===== config.mk =====
export PLATFORM = sky130hd
export DESIGN_NAME = verdict_gate
export DESIGN_NICKNAME = d
export VERILOG_FILES = /design/src/rtl/filter_pkg.sv /design/src/rtl/axis_skid_buffer.sv /design/src/rtl/verdict_gate.sv
export SDC_FILE = /design/constraint.sdc
export NUM_CORES = 2
export LEC_CHECK = 0
export CAP_MARGIN = 20
export CORE_AREA = 2 2 392 394
export CTS_BUF_LIST = sky130_fd_sc_hd__clkbuf_16
export DETAILED_ROUTE_END_ITERATION = 8
export DIE_AREA = 0 0 394 396
export GPL_ROUTABILITY_DRIVEN = 0
export PLACE_DENSITY = 0.44
export SLEW_MARGIN = 0
export SYNTH_ARGS = -nofsm -noshare
export SYNTH_HDL_FRONTEND = slang
export SYNTH_SLANG_ARGS = --single-unit
export TNS_END_PERCENT = 10

===== constraint.sdc =====
create_clock -name axi_aclk -period 3.1 [get_ports axi_aclk]
set_input_delay 0.93 -clock axi_aclk [delete_from_list [all_inputs] [get_ports axi_aclk]]
set_output_delay 0.93 -clock axi_aclk [all_outputs]
set_load 0.005 [all_outputs]

===== src/rtl/filter_pkg.sv =====
// Shared definitions for the packet filter: verdict record layout and gate states.
package filter_pkg;

  localparam int RESULT_WIDTH  = 105;

  localparam int SEND_BIT      = 104;
  localparam int SRC_IP_HI     = 103;
  localparam int SRC_IP_LO     = 72;
  localparam int DST_IP_HI     = 71;
  localparam int DST_IP_LO     = 40;
  localparam int SRC_PORT_HI   = 39;
  localparam int SRC_PORT_LO   = 24;
  localparam int DST_PORT_HI   = 23;
  localparam int DST_PORT_LO   = 8;
  localparam int PROTO_HI      = 7;
  localparam int PROTO_LO      = 0;

  typedef enum logic [1:0] {
    WAIT_VERDICT = 2'b00,
    FORWARD      = 2'b01,
    DROP         = 2'b10
  } gate_state_t;

  function automatic logic verdict_send(input logic [RESULT_WIDTH-1:0] rec);
    return rec[SEND_BIT];
  endfunction

endpackage


===== src/rtl/axis_skid_buffer.sv =====
// Two-entry AXI-Stream register slice: one-cycle latency, full throughput,
// registered upstream ready so no combinational path runs from m_ready to s_ready.
module axis_skid_buffer #(
  parameter int WIDTH = 417
) (
  input  logic             clk,
  input  logic             rst,
  input  logic [WIDTH-1:0] s_data,
  input  logic             s_valid,
  output logic             s_ready,
  output logic [WIDTH-1:0] m_data,
  output logic             m_valid,
  input  logic             m_ready
);

  logic [WIDTH-1:0] out_data_p0, skid_data_p0;
  logic             out_vld_p0, skid_vld_p0, rdy_p0;

  logic [WIDTH-1:0] out_data_nxt, skid_data_nxt;
  logic             out_vld_nxt, skid_vld_nxt;
  logic             in_acc, out_free;

  assign in_acc   = s_valid & rdy_p0;
  assign out_free = ~out_vld_p0 | m_ready;

  // rdy_p0 mirrors an empty skid entry, so in_acc never coincides with a
  // pending skid beat and the skid entry always drains before new input.
  always_comb begin
    out_data_nxt  = out_data_p0;
    out_vld_nxt   = out_vld_p0;
    skid_data_nxt = skid_data_p0;
    skid_vld_nxt  = skid_vld_p0;
    if (out_free) begin
      if (skid_vld_p0) begin
        out_data_nxt = skid_data_p0;
        out_vld_nxt  = 1'b1;
        skid_vld_nxt = 1'b0;
      end else if (in_acc) begin
        out_data_nxt = s_data;
        out_vld_nxt  = 1'b1;
      end else begin
        out_vld_nxt  = 1'b0;
      end
    end else if (in_acc) begin
      skid_data_nxt = s_data;
      skid_vld_nxt  = 1'b1;
    end
  end

  // ---- stage p0: output and skid registers ----
  always_ff @(posedge clk) begin
    if (rst) begin
      out_data_p0  <= '0;
      out_vld_p0   <= 1'b0;
      skid_data_p0 <= '0;
      skid_vld_p0  <= 1'b0;
      rdy_p0       <= 1'b0;
    end else begin
      out_data_p0  <= out_data_nxt;
      out_vld_p0   <= out_vld_nxt;
      skid_data_p0 <= skid_data_nxt;
      skid_vld_p0  <= skid_vld_nxt;
      rdy_p0       <= ~skid_vld_nxt;
    end
  end

  assign s_ready = rdy_p0;
  assign m_data  = out_data_p0;
  assign m_valid = out_vld_p0;

endmodule


===== src/rtl/verdict_gate.sv =====
// Pops one verdict per packet and forwards or discards the matching packet,
// counting forwarded and dropped packets for the register block.
module verdict_gate
  import filter_pkg::*;
#(
  parameter int C_M_AXIS_DATA_WIDTH  = 256,
  parameter int C_S_AXIS_DATA_WIDTH  = 256,
  parameter int C_M_AXIS_TUSER_WIDTH = 128,
  parameter int C_S_AXIS_TUSER_WIDTH = 128,
  parameter int C_S_AXI_DATA_WIDTH   = 32,
  parameter int RESULT_WIDTH         = 105
) (
  input  logic                              axi_aclk,
  input  logic                              axi_areset,
  input  logic [C_S_AXIS_DATA_WIDTH-1:0]    s_axis_tdata,
  input  logic [C_S_AXIS_DATA_WIDTH/8-1:0]  s_axis_tstrb,
  input  logic [C_S_AXIS_TUSER_WIDTH-1:0]   s_axis_tuser,
  input  logic                              s_axis_tvalid,
  output logic                              s_axis_tready,
  input  logic                              s_axis_tlast,
  output logic [C_M_AXIS_DATA_WIDTH-1:0]    m_axis_tdata,
  output logic [C_M_AXIS_DATA_WIDTH/8-1:0]  m_axis_tstrb,
  output logic [C_M_AXIS_TUSER_WIDTH-1:0]   m_axis_tuser,
  output logic                              m_axis_tvalid,
  input  logic                              m_axis_tready,
  output logic                              m_axis_tlast,
  input  logic [RESULT_WIDTH-1:0]           result_dout,
  input  logic                              result_empty,
  output logic                              result_rd_en,
  input  logic                              counters_clear,
  output logic [C_S_AXI_DATA_WIDTH-1:0]     fwd_pkt_count,
  output logic [C_S_AXI_DATA_WIDTH-1:0]     drop_pkt_count
);

  localparam int PAYLOAD_W = 1 + C_S_AXIS_TUSER_WIDTH + C_S_AXIS_DATA_WIDTH/8 + C_S_AXIS_DATA_WIDTH;

  function automatic logic [C_S_AXI_DATA_WIDTH-1:0] count_next(
    input logic [C_S_AXI_DATA_WIDTH-1:0] cnt,
    input logic                          clr,
    input logic                          inc
  );
    if (clr) return '0;
    return inc ? cnt + 1'b1 : cnt;
  endfunction

  gate_state_t          state_q, state_nxt;
  logic                 skid_in_valid, skid_ready;
  logic                 fwd_inc, drop_inc;
  logic [PAYLOAD_W-1:0] skid_in, skid_out;

  // Only the send flag steers the gate; the flow tuple is carried for debug taps upstream.
  logic unused_fields;
  assign unused_fields = ^result_dout[SEND_BIT-1:0];

  assign skid_in = {s_axis_tlast, s_axis_tuser, s_axis_tstrb, s_axis_tdata};

  always_comb begin
    state_nxt     = state_q;
    result_rd_en  = 1'b0;
    s_axis_tready = 1'b0;
    skid_in_valid = 1'b0;
    fwd_inc       = 1'b0;
    drop_inc      = 1'b0;
    unique case (state_q)
      WAIT_VERDICT: begin
        if (!result_empty) begin
          result_rd_en = 1'b1;
          state_nxt    = verdict_send(result_dout) ? FORWARD : DROP;
        end
      end
      FORWARD: begin
        s_axis_tready = skid_ready;
        skid_in_valid = s_axis_tvalid;
        if (s_axis_tvalid && skid_ready && s_axis_tlast) begin
          fwd_inc   = 1'b1;
          state_nxt = WAIT_VERDICT;
        end
      end
      DROP: begin
        s_axis_tready = 1'b1;
        if (s_axis_tvalid && s_axis_tlast) begin
          drop_inc  = 1'b1;
          state_nxt = WAIT_VERDICT;
        end
      end
      default: state_nxt = WAIT_VERDICT;
    endcase
    // Handshakes stay quiet while reset is held, whatever the state register holds.
    if (axi_areset) begin
      result_rd_en  = 1'b0;
      s_axis_tready = 1'b0;
      skid_in_valid = 1'b0;
      fwd_inc       = 1'b0;
      drop_inc      = 1'b0;
    end
  end

  // ---- state and counter registers ----
  always_ff @(posedge axi_aclk) begin
    if (axi_areset) begin
      state_q        <= WAIT_VERDICT;
      fwd_pkt_count  <= '0;
      drop_pkt_count <= '0;
    end else begin
      state_q        <= state_nxt;
      fwd_pkt_count  <= count_next(fwd_pkt_count, counters_clear, fwd_inc);
      drop_pkt_count <= count_next(drop_pkt_count, counters_clear, drop_inc);
    end
  end

  axis_skid_buffer #(
    .WIDTH (PAYLOAD_W)
  ) u_out_slice (
    .clk     (axi_aclk),
    .rst     (axi_areset),
    .s_data  (skid_in),
    .s_valid (skid_in_valid),
    .s_ready (skid_ready),
    .m_data  (skid_out),
    .m_valid (m_axis_tvalid),
    .m_ready (m_axis_tready)
  );

  assign {m_axis_tlast, m_axis_tuser, m_axis_tstrb, m_axis_tdata} = skid_out;

endmodule


==> summary.md <==
The run finished with clean final reports. TritonCTS built the clock tree. At the later pin of the worst-skew pair, clock insertion delay measures 0.73 ns. The longest clock path from root to sink contains 3 buffers.

Of all nets on the critical path, the largest fanout is 2. The run gives 2.07 ns as the endpoint arrival time on the critical path. The final worst slack is 0.0974 ns. The fraction of the mapped netlist area in adder cells came out at 0.176%. The element type at the critical path end was a primary output. The tools report the count of standard-cell rows as 143. The path with the worst hold slack has its endpoint at u_out_slice.skid_data_p0[308]. The count of buffers added on input and output ports is 907. Worst hold path depth: 2.

The clock tree synthesis step divided the H-tree into 3 levels. The worst register-to-register path begins at state_q[1]. The maximum vdd drop is 427 uV. STA classifies the critical path startpoint as a primary input. The per-instance average area after synthesis is 8.74 um^2, and the number of unique standard cell types used by synthesis is 52.

Power spread over the standard cell area amounts to 496 mW/mm^2. The run gives 0 as the number of pins with negative max-slew slack in the final report. Measured against its own limit, the worst slew margin works out to 30.8%.

On the worst path, the slowest cell contributes a delay of 0.53 ns. The gate count after technology mapping is 4058. Excluding fillers, the count of instances in the completed layout stands at 6988. Counting the buffers created by CTS gives 107. The area growth from synthesis to layout is 42.8%.

Prior to clock tree synthesis, the placed netlist has a worst setup slack of 0.0571 ns. The initial antenna violation count was 46; the area fraction in compound gates after synthesis was 15.4%. The via count of the first global-routing pass was 29131. The die footprint came out at 0.156 mm^2. The HPWL after detailed placement is 95100 um. Post-CTS timing repair inserted 0 buffers for setup. The tools report the maximum clock frequency as 333 MHz. Of the total synthesized cell area, the portion taken by AND, OR, NAND and NOR gates is 16.5%.

For the pin with the worst max-slew slack, the measured transition is 1.04 ns. Adding up every negative setup slack in the final design gives 0 ns. The count of nets left with antenna violations once routing finished came out at 0. The tools report the number of violations of the max-capacitance limit as 0. Of the post-synthesis cell area, the part taken by muxes is 11.8%. The master cell of the clock root buffer was clkbuf_16. The signal on the critical path passes through clkdlybuf4s50_1, nor3b_1, clkdlybuf4s50_1. For flop-to-flop paths, the worst setup slack is 0.85 ns.

The critical setup path kind is in2out. The startpoint of the tightest hold check path is u_out_slice.skid_data_p0[308]. The final critical path takes up 96.9% of the cycle. Static power due to leakage: 15.5 nW.

Summed instance area of the synthesized netlist: 0.0355 mm^2. Including well taps, the total number of placed cells is 6773. The average via count per standard cell came out at 4.44. Among all stages on the critical path, the largest delay is contributed by clkdlybuf4s50_1. The classification of the worst-slack hold path was reg2reg. Total detailed-routing wirelength: 135000 um. The floorplan step set the die height to 396 um. The post-route netlist has 5.57% of its cells at a drive strength greater than 1. Setup repair after global routing left no endpoint under its margin. Global routing finished with a remaining overflow of 0. Yosys mapped a number of flops with a built-in enable equal to 0. Summing the sequential cell areas from Yosys gives 51.0% of the chip area. The die span in x was 394 um; the area share of the leading cell type in the synthesized netlist was 51.0%. The initial cell density of the core was 23.4%; the detail-routed net length per standard cell was 19.3 um.

The tools report the filler cell count in the final layout as 15937. The logs give 0 for the final number of hold-violating endpoints and 0.152 mm^2 for the core outline area. Counting every net in the synthesized netlist gives 4591. Global routing consumed, over all layers together, 16.4% of the routing resources. During I/O placement, the number of pins put on the boundary was 1012. By instance count, the cell type seen most on the critical path is clkdlybuf4s50_1.

The net count of the finished layout is 5385. The number of DRC markers after the initial detailed-route iteration was 1421. The largest family of logic cells by synthesized area is simple AND/OR/NAND/NOR gates.

The tools report the post-route DRC violation count as 0. The total via count in the routed design is 31035, and the share of synthesized flip-flops with an asynchronous set or reset is 0%. Clock-pin slew was measured on the worst setup and hold paths at 0.05 ns. For this run, the detailed router's first-pass iteration total came to 6.

STA puts the critical path data required time at 2.17 ns. For the worst flop-to-flop path, the logic depth is 9. Sorting the synthesized cells by area gives the leading types as dfxtp_1 51%, mux2i_1 12%, nand2_1 9.1%, a211oi_1 8.8%, a21oi_1 6.2%.

The total of endpoints with negative setup slack in the final report was 0; the minimum period implied by the final worst setup slack was 3.00 ns. For this run, the leading register cell type out of synthesis is dfxtp_1. Across the routed clock network, the largest skew measured is 0.0558 ns. The number of sinks handled by clock tree synthesis came out at 903. The number of warnings issued by yosys was 0. In this run the critical register-to-register path is captured at u_out_slice.m_data[14]. The count of state elements after synthesis came out at 903. The cell type contributing the most total cell area after synthesis is dfxtp_1. The xor-xnor portion of the synthesized cell area was 1.14%.

The first global-routing pass estimated 196000 um of wire. Entering global routing, the biggest net connects 166 pins.
==> cells in the final DEF (no fill, tap or decap), types with 3 or more instances in the layout <==
cell type and instances:
a211oi_1 417, a21oi_1 437, and3_1 6, and4_1 5
and4_2 3, buf_12 56, buf_4 59, bufinv_16 3
clkbuf_16 109, clkdlybuf4s50_1 905, clkinv_1 27, clkinv_16 4
clkinv_2 16, dfxtp_1 902, diode_2 17, ha_1 4
inv_1 44, mux2i_1 418, nand2_1 862, nand3_1 22
nand4_1 22, nor2_1 480, nor3_1 9, nor4_1 13
o21ai_0 11, o31ai_1 4, or3_1 9, or4_1 4
xnor2_1 22, xor2_1 24
==> cell type report <==
type | instances | area, um^2 | area share (%)
clock buffer | 109 | 2730 | 5.39
timing repair buffer | 1022 | 10600 | 21.0
tap | 2030 | 2540 | 5.02
antenna | 17 | 42.5 | 0.0840
inverter | 11 | 41.3 | 0.0815
clock inverter | 89 | 573 | 1.13
sequential | 903 | 18100 | 35.7
multi-input combinational | 2807 | 16000 | 31.6
==> synth_stat cells (2+ instances only) <==
cell type  count
nor2_1       480
a21oi_1      437
ha_1           5
nor2_2         2
nand4b_1       2
and4_2         3
inv_1         11
or3_1          9
o21ai_0       11
buf_2         71
buf_1         34
xnor2_1       22
nand2b_1       2
or4_1          4
a211oi_1     417
and4b_1        2
mux2i_1      418
nand4_1       22
nor4_1        13
nand2_1      863
nor3b_1        3
nor3_1         9
and2_1         2
clkbuf_8       2
and4_1         5
xor2_1        24
clkbuf_1     226
o31ai_1        4
buf_4          2
dfxtp_1      903
nor2b_1        2
and3_1         6
nand3_1       22
buf_6          2
==> where the power goes <==
| part | internal, mW | total (mW) | switching [mW] | leakage (nW) |
|---|---|---|---|---|
| registers | 11.7 | 11.7 | 0.0486 | 7.28 |
| clock network | 6.61 | 11.9 | 5.29 | 1.75 |
| logic | 0.816 | 1.47 | 0.654 | 6.44 |
==> worst max path at each step <==
stage,end,cells past startpoint,start
2_1_floorplan,result_rd_en,4,axi_areset
3_3_place_gp,u_out_slice.m_data[53],8,s_axis_tvalid
3_5_place_dp,u_out_slice.m_data[401],8,s_axis_tvalid
4_1_cts,result_rd_en,4,state_q[0]
5_1_grt,result_rd_en,4,state_q[0]
6_report,result_rd_en,3,result_empty
==> metrics by stage <==
stage	cell area (um^2)	util (%)	total power, mW	hold WS, ns
2_1_floorplan	35500	-	12.5	0.436
5_1_grt	50600	33.4	26.2	0.409
3_3_place_gp	47300	31.2	13.5	0.441
4_1_cts	50600	33.4	25.6	0.375
3_5_place_dp	47300	31.2	13.5	0.446
6_report	50600	33.4	25.1	0.452
==> metal layers <==
metal,track usage [%],vias up,share of wire [%]
met3,6.70,205,8.2
li1,-,15595,-
met4,5.10,46,2.8
met2,27.4,746,47
met1,19.1,14443,41
met5,0,-,0.23
==> cells by family after synthesis <==
group / after synthesis
flip-flops: 903
buffers and inverters: 348
AO/OA/AOI/OAI: 876
AND/OR/NAND/NOR: 1462
adder cells (fa/ha/maj): 5
XOR/XNOR: 46
multiplexers: 418
==> worst max-delay path: cells and delay by family <==
kind | cells | cell delay (ns)
buffers and inverters | 2 | 0.95
and+or+nand+nor | 1 | 0.19
==> repair_timing <==
action	in CTS	in global routing
hold buffers	0	0
resized for setup	8	1
setup endpoints to repair	2	1
==> state kept, by name (all words and copies together) (netlist names) <==
signal                    cells
state_q                       2
u_out_slice.m_data          417
u_out_slice.m_valid           1
u_out_slice.skid_data_p0    417
drop_pkt_count               32
u_out_slice.s_ready           1
u_out_slice.skid_vld_p0       1
fwd_pkt_count                32
No activity file was read; power rests on OpenSTA's default activity.
